`src/rtl/uart_tx_arbiter_pkg.sv`:
```
// uart_tx_arbiter_pkg
//   Shared definitions for the UART transmit arbiter: the transmitted byte
//   width, the arbiter FSM state encoding and the helper that sizes the
//   watchdog counter.
//   No ports (package).
package uart_tx_arbiter_pkg;

  localparam int UART_DATA_W = 8;

  typedef enum logic [1:0] {
    ARB    = 2'd0,
    LAUNCH = 2'd1,
    WAIT   = 2'd2
  } arb_state_e;

  // Watchdog only has to count up to timeoutCyc-1, so clog2 bits suffice.
  function automatic int timeoutCntW(input int timeoutCyc);
    return $clog2(timeoutCyc);
  endfunction

endpackage

```
`src/rtl/uart_tx_arbiter_rr_arbiter.sv`:
```
// rr_arbiter
//   Combinational round-robin pick. The search starts one position after
//   ptr_i and wraps modulo NUM_REQ, so the requester served last gets the
//   lowest priority next time.
//   Ports:
//     req_i   [NUM_REQ-1:0]  requester mask to choose from
//     ptr_i   [IDW-1:0]      index of the most recently served requester
//     grant_o [NUM_REQ-1:0]  one-hot selection (all zero when nothing requested)
//     idx_o   [IDW-1:0]      index of the selection
//     any_o                  at least one requester selected
module rr_arbiter
  import uart_tx_arbiter_pkg::*;
#(
  parameter int NUM_REQ = 4,
  parameter int IDW     = 2
) (
  input  logic [NUM_REQ-1:0] req_i,
  input  logic [IDW-1:0]     ptr_i,
  output logic [NUM_REQ-1:0] grant_o,
  output logic [IDW-1:0]     idx_o,
  output logic               any_o
);

  // Walk candidates ptr+1, ptr+2, ... ptr+NUM_REQ (the last one is ptr itself,
  // so a lone requester can be served twice in a row). First hit wins.
  always_comb begin
    logic [IDW-1:0] cand;
    grant_o = '0;
    idx_o   = '0;
    any_o   = 1'b0;
    cand    = '0;
    for (int i = 1; i <= NUM_REQ; i++) begin
      cand = IDW'((int'(ptr_i) + i) % NUM_REQ);
      if (!any_o && req_i[cand]) begin
        any_o         = 1'b1;
        grant_o[cand] = 1'b1;
        idx_o         = cand;
      end
    end
  end

endmodule

```
`src/rtl/uart_tx_arbiter.sv`:
```
// uart_tx_arbiter
//   Shares one 8N1 UART transmitter among NUM_REQ byte requesters. Requesters
//   are picked round-robin and a grant is held for a whole packet (until a
//   byte with last=1 is accepted). Each accepted byte is launched with a
//   one-cycle start pulse and the arbiter waits for done; a watchdog aborts
//   the wait if done never arrives.
//   Ports:
//     clk, reset          clock, synchronous active-high reset
//     req_valid/last      per-requester byte valid and end-of-packet flag
//     req_data            flattened bytes, requester i at [8*i+7:8*i]
//     req_ready           one-hot accept, transfer when valid & ready
//     uart_tx_start       one-cycle launch pulse to the transmitter
//     uart_tx_data        byte to the transmitter, stable from start to done
//     uart_tx_done        one-cycle completion pulse from the transmitter
//     grant_id            index of the last accepted requester
//     busy                high whenever the FSM is not arbitrating
//     timeout_err         one-cycle pulse on watchdog abort
//     bytes_sent          completed byte count, wraps at 2^16
module uart_tx_arbiter
  import uart_tx_arbiter_pkg::*;
#(
  parameter int NUM_REQ     = 4,
  parameter int TIMEOUT_CYC = 64,
  parameter int IDW         = $clog2(NUM_REQ)
) (
  input  logic                           clk,
  input  logic                           reset,
  input  logic [NUM_REQ-1:0]             req_valid,
  input  logic [NUM_REQ*UART_DATA_W-1:0] req_data,
  input  logic [NUM_REQ-1:0]             req_last,
  output logic [NUM_REQ-1:0]             req_ready,
  output logic                           uart_tx_start,
  output logic [UART_DATA_W-1:0]         uart_tx_data,
  input  logic                           uart_tx_done,
  output logic [IDW-1:0]                 grant_id,
  output logic                           busy,
  output logic                           timeout_err,
  output logic [15:0]                    bytes_sent
);

  localparam int             WDW       = timeoutCntW(TIMEOUT_CYC);
  localparam logic [WDW-1:0] WDOG_LAST = WDW'(TIMEOUT_CYC - 1);

  arb_state_e             state_q, state_d;
  logic [IDW-1:0]         ptr_q, ptr_d;
  logic                   lock_q, lock_d;
  logic [IDW-1:0]         lockId_q, lockId_d;
  logic [WDW-1:0]         wdog_q, wdog_d;
  logic [UART_DATA_W-1:0] txData_q, txData_d;
  logic [IDW-1:0]         grantId_q, grantId_d;
  logic                   timeoutErr_q, timeoutErr_d;
  logic [15:0]            bytesSent_q, bytesSent_d;

  logic [NUM_REQ-1:0] lockMask;
  logic [NUM_REQ-1:0] eligible;
  logic [NUM_REQ-1:0] pickOnehot;
  logic [IDW-1:0]     pickIdx;
  logic               pickAny;

  // While a packet is in progress only its owner may be chosen; if the owner
  // drops valid mid-packet everyone else stalls until it comes back.
  assign lockMask = {{(NUM_REQ-1){1'b0}}, 1'b1} << lockId_q;
  assign eligible = lock_q ? (lockMask & req_valid) : req_valid;

  rr_arbiter #(
    .NUM_REQ (NUM_REQ),
    .IDW     (IDW)
  ) uRr (
    .req_i   (eligible),
    .ptr_i   (ptr_q),
    .grant_o (pickOnehot),
    .idx_o   (pickIdx),
    .any_o   (pickAny)
  );

  // Ready is combinational so a requester is accepted in the same cycle it is
  // chosen; reset masks it so nothing is acknowledged that will be dropped.
  assign req_ready = (state_q == ARB && !reset) ? pickOnehot : '0;

  assign uart_tx_start = (state_q == LAUNCH);
  assign uart_tx_data  = txData_q;
  assign grant_id      = grantId_q;
  assign busy          = (state_q != ARB);
  assign timeout_err   = timeoutErr_q;
  assign bytes_sent    = bytesSent_q;

  // Next-state logic. Done has priority over watchdog expiry, and done seen
  // outside WAIT falls through the defaults and is ignored. On abort the
  // pointer moves to the stuck requester so it loses priority next round.
  always_comb begin
    state_d      = state_q;
    ptr_d        = ptr_q;
    lock_d       = lock_q;
    lockId_d     = lockId_q;
    wdog_d       = wdog_q;
    txData_d     = txData_q;
    grantId_d    = grantId_q;
    timeoutErr_d = 1'b0;
    bytesSent_d  = bytesSent_q;
    case (state_q)
      ARB: begin
        if (pickAny) begin
          txData_d  = req_data[int'(pickIdx)*UART_DATA_W +: UART_DATA_W];
          grantId_d = pickIdx;
          state_d   = LAUNCH;
          if (req_last[pickIdx]) begin
            lock_d = 1'b0;
            ptr_d  = pickIdx;
          end else begin
            lock_d   = 1'b1;
            lockId_d = pickIdx;
          end
        end
      end
      LAUNCH: begin
        wdog_d  = '0;
        state_d = WAIT;
      end
      WAIT: begin
        if (uart_tx_done) begin
          bytesSent_d = bytesSent_q + 16'd1;
          state_d     = ARB;
        end else if (wdog_q == WDOG_LAST) begin
          timeoutErr_d = 1'b1;
          lock_d       = 1'b0;
          ptr_d        = grantId_q;
          state_d      = ARB;
        end else begin
          wdog_d = wdog_q + 1'b1;
        end
      end
      default: begin
        state_d = ARB;
      end
    endcase
  end

  // State register; the pointer resets to the last index so the very first
  // search begins at requester 0.
  always_ff @(posedge clk) begin
    if (reset) begin
      state_q      <= ARB;
      ptr_q        <= IDW'(NUM_REQ - 1);
      lock_q       <= 1'b0;
      lockId_q     <= '0;
      wdog_q       <= '0;
      txData_q     <= '0;
      grantId_q    <= '0;
      timeoutErr_q <= 1'b0;
      bytesSent_q  <= '0;
    end else begin
      state_q      <= state_d;
      ptr_q        <= ptr_d;
      lock_q       <= lock_d;
      lockId_q     <= lockId_d;
      wdog_q       <= wdog_d;
      txData_q     <= txData_d;
      grantId_q    <= grantId_d;
      timeoutErr_q <= timeoutErr_d;
      bytesSent_q  <= bytesSent_d;
    end
  end

endmodule

```
`config.mk`:
```
export PLATFORM = sky130hd
export DESIGN_NAME = uart_tx_arbiter
export DESIGN_NICKNAME = d
export VERILOG_FILES = /design/src/rtl/uart_tx_arbiter_pkg.sv /design/src/rtl/uart_tx_arbiter_rr_arbiter.sv /design/src/rtl/uart_tx_arbiter.sv
export SDC_FILE = /design/constraint.sdc
export NUM_CORES = 1
export LEC_CHECK = 0
export CORE_ASPECT_RATIO = 0.9
export CORE_MARGIN = 2
export CORE_UTILIZATION = 30
export CTS_BUF_LIST = sky130_fd_sc_hd__clkbuf_16
export DETAILED_ROUTE_END_ITERATION = 12
export MAX_ROUTING_LAYER = met4
export PLACE_DENSITY = 0.66
export SLEW_MARGIN = 20
export SYNTH_ARGS = -nofsm -noshare
export SYNTH_HDL_FRONTEND = slang
export SYNTH_HIERARCHICAL = 1
export SYNTH_SLANG_ARGS = --single-unit
```
`constraint.sdc`:
```
create_clock -name clk -period 3.56 [get_ports clk]
set_clock_uncertainty 0.15 [all_clocks]
set_input_delay 0.89 -clock clk [delete_from_list [all_inputs] [get_ports clk]]
set_output_delay 0.89 -clock clk [all_outputs]
set_load 0.05 [all_outputs]
```
After elaboration in Yosys (flattened, before gate mapping)
Cells that the tools add are included.
{"block": "totals", "regBits": 40, "input_bits": 43, "output_inout_bits": 33, "word_cells": 115}
{"block": "classes", "add_sub_neg": 6, "n_lt_le_gt_ge": 9, "n_eq_ne": 9, "n_shift": 2, "mux": 50, "n_bitwise": 6, "reduce_logical": 24}
{"operator": "$shiftx 32x6->8", "count": 1}
{"operator": "$mux 4", "count": 6}
{"operator": "$mux 2", "count": 11}
{"operator": "$mux 1", "count": 18}
{"operator": "$add 16x1->16 const B", "count": 1}
{"operator": "$lt 2x3->1 const B", "count": 5}
{"operator": "$mux 6", "count": 2}
{"operator": "$or 4x4->4", "count": 3}
{"operator": "$pmux 6 s2", "count": 1}
{"operator": "$bmux 1 s2", "count": 5}
{"operator": "$demux 1 s2", "count": 4}
{"operator": "$ge 2x1->1 const B", "count": 4}
{"operator": "$logic_and 1x1->1", "count": 8}
{"operator": "$ne 2x2->1 const B", "count": 4}
{"operator": "$add 6x1->6 const B", "count": 1}
{"operator": "$eq 6x6->1 const B", "count": 1}
{"operator": "$pmux 2 s3", "count": 1}
{"operator": "$reduce_and 2->1", "count": 3}
{"operator": "$reduce_and 3->1", "count": 2}
{"operator": "$reduce_bool 2->1", "count": 3}
{"operator": "$reduce_and 5->1", "count": 1}
{"operator": "$add 2x1->2 const B", "count": 2}
{"operator": "$add 2x2->2 const B", "count": 2}
{"operator": "$and 4x4->4", "count": 1}
{"operator": "other kinds (12)", "count": 16}

Depth between registers and ports, before layout
{"block": "depth", "ltp_word": 20, "depth_mapped": 15, "ltp_nobuf": 10}

By module
Netlist, hierarchy kept.
{"module": "uart_tx_arbiter", "n_inst": 1, "cells_per_inst": 242, "area_each_um2": 2120.8, "seq_area_each_um2": 800.8}
{"module": "rr_arbiter", "n_inst": 1, "cells_per_inst": 86, "area_each_um2": 629.4, "seq_area_each_um2": 0.0}

Least setup slack after synthesis
No wires, ideal clock.
{"block": "synth_timing", "path_kind": "input -> output", "start": "input req_valid[1]", "end": "output req_ready[1]", "t_arrival_ps": 2691, "t_required_ps": 2520, "setup_slack_ps": -171, "cell_stages": 7, "path_buffers": 1, "path_cell_list": "a21boi_0 -> buf_2 -> mux4_2 -> or3_1 -> a21oi_1 -> a2111o_1 -> and2_1"}
{"block": "synth_via", "elab_chain_len": 15, "word_cells_on_any_way": 27, "classes_between": "17 x mux; 4 x bitwise; 6 x reduce/logical"}
{"element": "start: declaration", "line": "uart_tx_arbiter.sv:28", "source": "input logic [NUM_REQ-1:0] req_valid,"}
{"element": "$and 4x4->4", "line": "uart_tx_arbiter.sv:63", "source": "assign eligible = lock_q ? (lockMask & req_valid) : req_valid;"}
{"element": "$mux 4 *", "line": "uart_tx_arbiter.sv:63"}
{"element": "$bmux 1 s2", "line": "uart_tx_arbiter_rr_arbiter.sv:34", "source": "if (!any_o && req_i[cand]) begin"}
{"element": "$mux 1 (not written as such)", "line": "uart_tx_arbiter_rr_arbiter.sv:34"}
{"element": "$mux 1", "line": "uart_tx_arbiter_rr_arbiter.sv:34"}
{"element": "$logic_not 1->1", "line": "uart_tx_arbiter_rr_arbiter.sv:34"}
{"element": "$logic_and 1x1->1", "line": "uart_tx_arbiter_rr_arbiter.sv:34"}
{"element": "$mux 1", "line": "uart_tx_arbiter_rr_arbiter.sv:34"}
{"element": "$logic_not 1->1", "line": "uart_tx_arbiter_rr_arbiter.sv:34"}
{"element": "$logic_and 1x1->1", "line": "uart_tx_arbiter_rr_arbiter.sv:34"}
{"element": "$mux 1", "line": "uart_tx_arbiter_rr_arbiter.sv:34"}
{"element": "$logic_not 1->1", "line": "uart_tx_arbiter_rr_arbiter.sv:34"}
{"element": "$logic_and 1x1->1", "line": "uart_tx_arbiter_rr_arbiter.sv:34"}
{"element": "$mux 4 *", "line": "uart_tx_arbiter_rr_arbiter.sv:34"}
{"element": "named net pickOnehot[1]", "line": "uart_tx_arbiter.sv:56", "source": "logic [NUM_REQ-1:0] pickOnehot;"}
{"element": "$mux 4 *", "line": "uart_tx_arbiter.sv:78", "source": "assign req_ready = (state_q == ARB && !reset) ? pickOnehot : '0;"}
{"element": "end: declaration", "line": "uart_tx_arbiter.sv:31", "source": "output logic [NUM_REQ-1:0] req_ready,"}
Mark *: on every way through the listed nets, which the timed path passes. The rest lies on a longest branch. The select of a mux whose other input is x is not followed.

Worst setup path in the final report
{"block": "layout_timing", "start": "input req_valid[3]", "end": "output req_ready[0]"}
{"block": "layout_via", "elab_chain_len": 15, "word_cells_on_any_way": 27, "classes_between": "17 x mux; 4 x bitwise; 6 x reduce/logical"}
{"element": "$and 4x4->4", "line": "uart_tx_arbiter.sv:63"}
{"element": "$mux 4 *", "line": "uart_tx_arbiter.sv:63"}
{"element": "named net eligible[3]", "line": "uart_tx_arbiter.sv:55", "source": "logic [NUM_REQ-1:0] eligible;"}
{"element": "$bmux 1 s2", "line": "uart_tx_arbiter_rr_arbiter.sv:34"}
{"element": "$mux 1 (not written as such)", "line": "uart_tx_arbiter_rr_arbiter.sv:34"}
{"element": "$mux 1", "line": "uart_tx_arbiter_rr_arbiter.sv:34"}
{"element": "$logic_not 1->1", "line": "uart_tx_arbiter_rr_arbiter.sv:34"}
{"element": "$logic_and 1x1->1", "line": "uart_tx_arbiter_rr_arbiter.sv:34"}
{"element": "$mux 1", "line": "uart_tx_arbiter_rr_arbiter.sv:34"}
{"element": "$logic_not 1->1", "line": "uart_tx_arbiter_rr_arbiter.sv:34"}
{"element": "$logic_and 1x1->1", "line": "uart_tx_arbiter_rr_arbiter.sv:34"}
{"element": "$mux 1", "line": "uart_tx_arbiter_rr_arbiter.sv:34"}
{"element": "$logic_not 1->1", "line": "uart_tx_arbiter_rr_arbiter.sv:34"}
{"element": "$logic_and 1x1->1", "line": "uart_tx_arbiter_rr_arbiter.sv:34"}
{"element": "$mux 4 *", "line": "uart_tx_arbiter_rr_arbiter.sv:34"}
{"element": "named net pickOnehot[0]", "line": "uart_tx_arbiter.sv:56"}
{"element": "$mux 4 *", "line": "uart_tx_arbiter.sv:78"}
Marks and branches as above.

==> run metrics <==
Crit Path Class=input port to output pin; top post-synthesis cells by area=dfxtp_1 29%, mux4_2 9.0%, nand2_1 5.2%; share of post-route cells with drive strength above 1=20.9%; Clock Sinks=40; Post-Syn Instances=328; period utilization=106%; most used cell, CP=buf_6; Final GP Congestion=0.840; Worst-path clk slew=0.06 ns; DIE WIDTH=105 um; Avg Inst Size Synth=8.38 um^2; Antenna Cells=0; synthesized cell area=2750 um^2; via count of the first global-routing pass=2862; violated checks=setup timing; crit path DAT=2.72 ns; synth unique cells=50; post-DP HPWL=5.64 mm; cts hold-fix bufs=0; Post-synth ARST share=0%; Tightest Pin Transition=0.543 ns; wire per inst=14.3 um; initial antenna violation count=0; Pleak=1.52 nW; worst vdd ir=281 uV; grt total ovfl=0; area leader, netlist=dfxtp_1; FMAX=0.266 GHz; Worst setup SP type=input port; final non-filler cell total=543; Main synth FF type=dfxtp_1; Worst Hold Class=register to register; # IOs=76; CTS Buf Count=5; CTS tree=yes; number of enable flip-flop cells after synthesis=0; minimum clock period=3.76 ns; Rows=33; Final setup viols=4; yosys warns=6; Vias=2827; Worst EP required=2.52 ns; Vias/cell=5.21; latest clock arrival within the worst-skew pair=0.28 ns; PortBufs=75; setup TNS=-0.727 ns; global-route wire length before repair=13.0 mm; CTS H-tree depth=2; Die ar.=9950 um^2; minimum hold slack=0.304 ns; status=finished with violations; CP max stage delay=0.52 ns; Root Buffer=clkbuf_16; worst setup margin=-0.198 ns; Post-DP Area=3790 um^2; final slew viol count=0; register area share after synthesis=29.1%; synthesized flop and latch total=40; max_slew headroom=63.7%; share of the synthesized area in the top cell type=29.1%; routed wire length=7.75 mm; Syn Nets=381; Die H=94.8 um; power per cell area=609 nW/um^2; dpl cells=528; GR Util All Layers=16.5%; post-route cell area=4090 um^2; 1st-pass router iterations=5; Initial Util=30.6%; initial drt markers=137; Worst setup EP type=output pin; worst-path fanout max=3; Slowest-stage cell, CP=mux4_2; unrepaired setup endpoints after global routing=yes; nets@finish=473; max-cap viol count=0; Fin. Hold Viols=0; crit path cell chain=buf_6 > a21boi_4 > buf_6 > buf_6 > mux4_2 > buf_6 > a2111o_1 > and2_4 > buf_12; Routed Antenna Nets=0; drt drc=0; core box area=9000 um^2; largest net degree at the start of global routing=44; CTS Buffer Depth=2; P&R area growth vs syn=48.7%
-- synthesized netlist by cell type (all sizes together) (4+ instances only) --
library cell,n
nand2,38
nand2b,7
and2,9
buf,12
o31ai,8
nor3b,4
clkbuf,10
nand3,10
or4,5
nand4,10
a31oi,6
nor3,5
nor2b,4
a2111o,4
xor2,6
o21ai,11
dfxtp,40
ha,10
a21oi,28
nor2,23
a211oi,7
or3,7
mux4,11
inv,14
mux2i,5
-- placed cells by master, fill, tap and decap left out, drive strengths merged, types with 4 or more instances in the layout --
master,n
clkdlybuf4s50,67
nand2,38
a2111o,4
nand2b,7
nor3b,4
nor2b,4
buf,37
nor3,5
nand3,10
or4,5
mux2i,5
mux4,12
nor2,23
xor2,6
a211oi,7
a21oi,28
dfxtp,40
clkbuf,7
o21ai,11
and2,9
a31oi,6
or3,7
inv,14
ha,10
o31ai,8
nand4,10
-- worst max-delay path, delay by kind of cell --
family / cells / cell delay (ns)
and+or+nand+nor: 1 / 0.15
muxes: 1 / 0.52
buffers and inverters: 5 / 0.62
AOI/OAI and AO/OA: 2 / 0.54
-- layout make-up --
| cell class | instances | area [um^2] |
|---|---|---|
| multi-input combinational | 253 | 1890 |
| clock buffer | 5 | 125 |
| tap | 122 | 153 |
| timing repair buffer | 106 | 1050 |
| inverter | 14 | 52.6 |
| sequential | 40 | 803 |
| fill | 872 | 4910 |
| clock inverter | 3 | 13.8 |
-- power by group --
| group | switching, mW | internal (mW) | total [mW] |
|---|---|---|---|
| clock | 0.177 | 0.255 | 0.432 |
| combinational | 0.795 | 0.680 | 1.47 |
| sequential | 0.0667 | 0.519 | 0.585 |
-- registers in the layout, summed over array words and instances, names as in the netlist --
register,count
state_q,2
wdog_q,6
uart_tx_data,8
bytes_sent,16
lockId_q,2
grant_id,2
ptr_q,2
lock_q,1
timeout_err,1
-- worst paths after layout --
check                           depth (start not counted)            start  slack (ns)              end
worst min register to register                          2  uart_tx_data[0]        0.30  uart_tx_data[0]
worst min-delay path                                    2  uart_tx_data[0]        0.30  uart_tx_data[0]
worst max register to register                         10         ptr_q[0]        0.35         ptr_q[1]
worst max-delay path                                    9     req_valid[3]       -0.20     req_ready[0]
-- logic make-up after synthesis --
logic type                 Yosys count  synth area share, %
xor gates and xnor gates             9                 2.87
DFF                                 40                 29.1
muxes                               19                 12.1
and+or+nand+nor                    138                 27.5
buffers and inverters               36                 6.01
AOI/OAI and AO/OA                   76                 17.9
adders and majority gates           10                 4.55
-- through the flow --
step | worst slack, ns | total power [mW] | utilization [%]
finish | -0.198 | 2.49 | 45.4
global route | -0.233 | 2.64 | 45.4
CTS | -0.221 | 2.49 | 45.3
detailed placement | -0.608 | 1.93 | 42.1
global placement | -0.556 | 1.90 | 42.1
floorplan | -0.0536 | 1.48 | -
-- routing by layer --
layer | wire length, um | GRT usage, %
met5 | 0 | -
met4 | 80 | 5.00
met3 | 629 | 5.38
met2 | 3730 | 28.5
met1 | 3300 | 18.4
-- repair_timing --
item,CTS,global route
setup buffers,6,0
gates cloned,1,1
pin swaps,8,8
gates resized for setup,39,8
setup endpoints to repair,16,4
endpoints found under the hold margin,0,0
No activity file was read; power rests on OpenSTA's default activity.
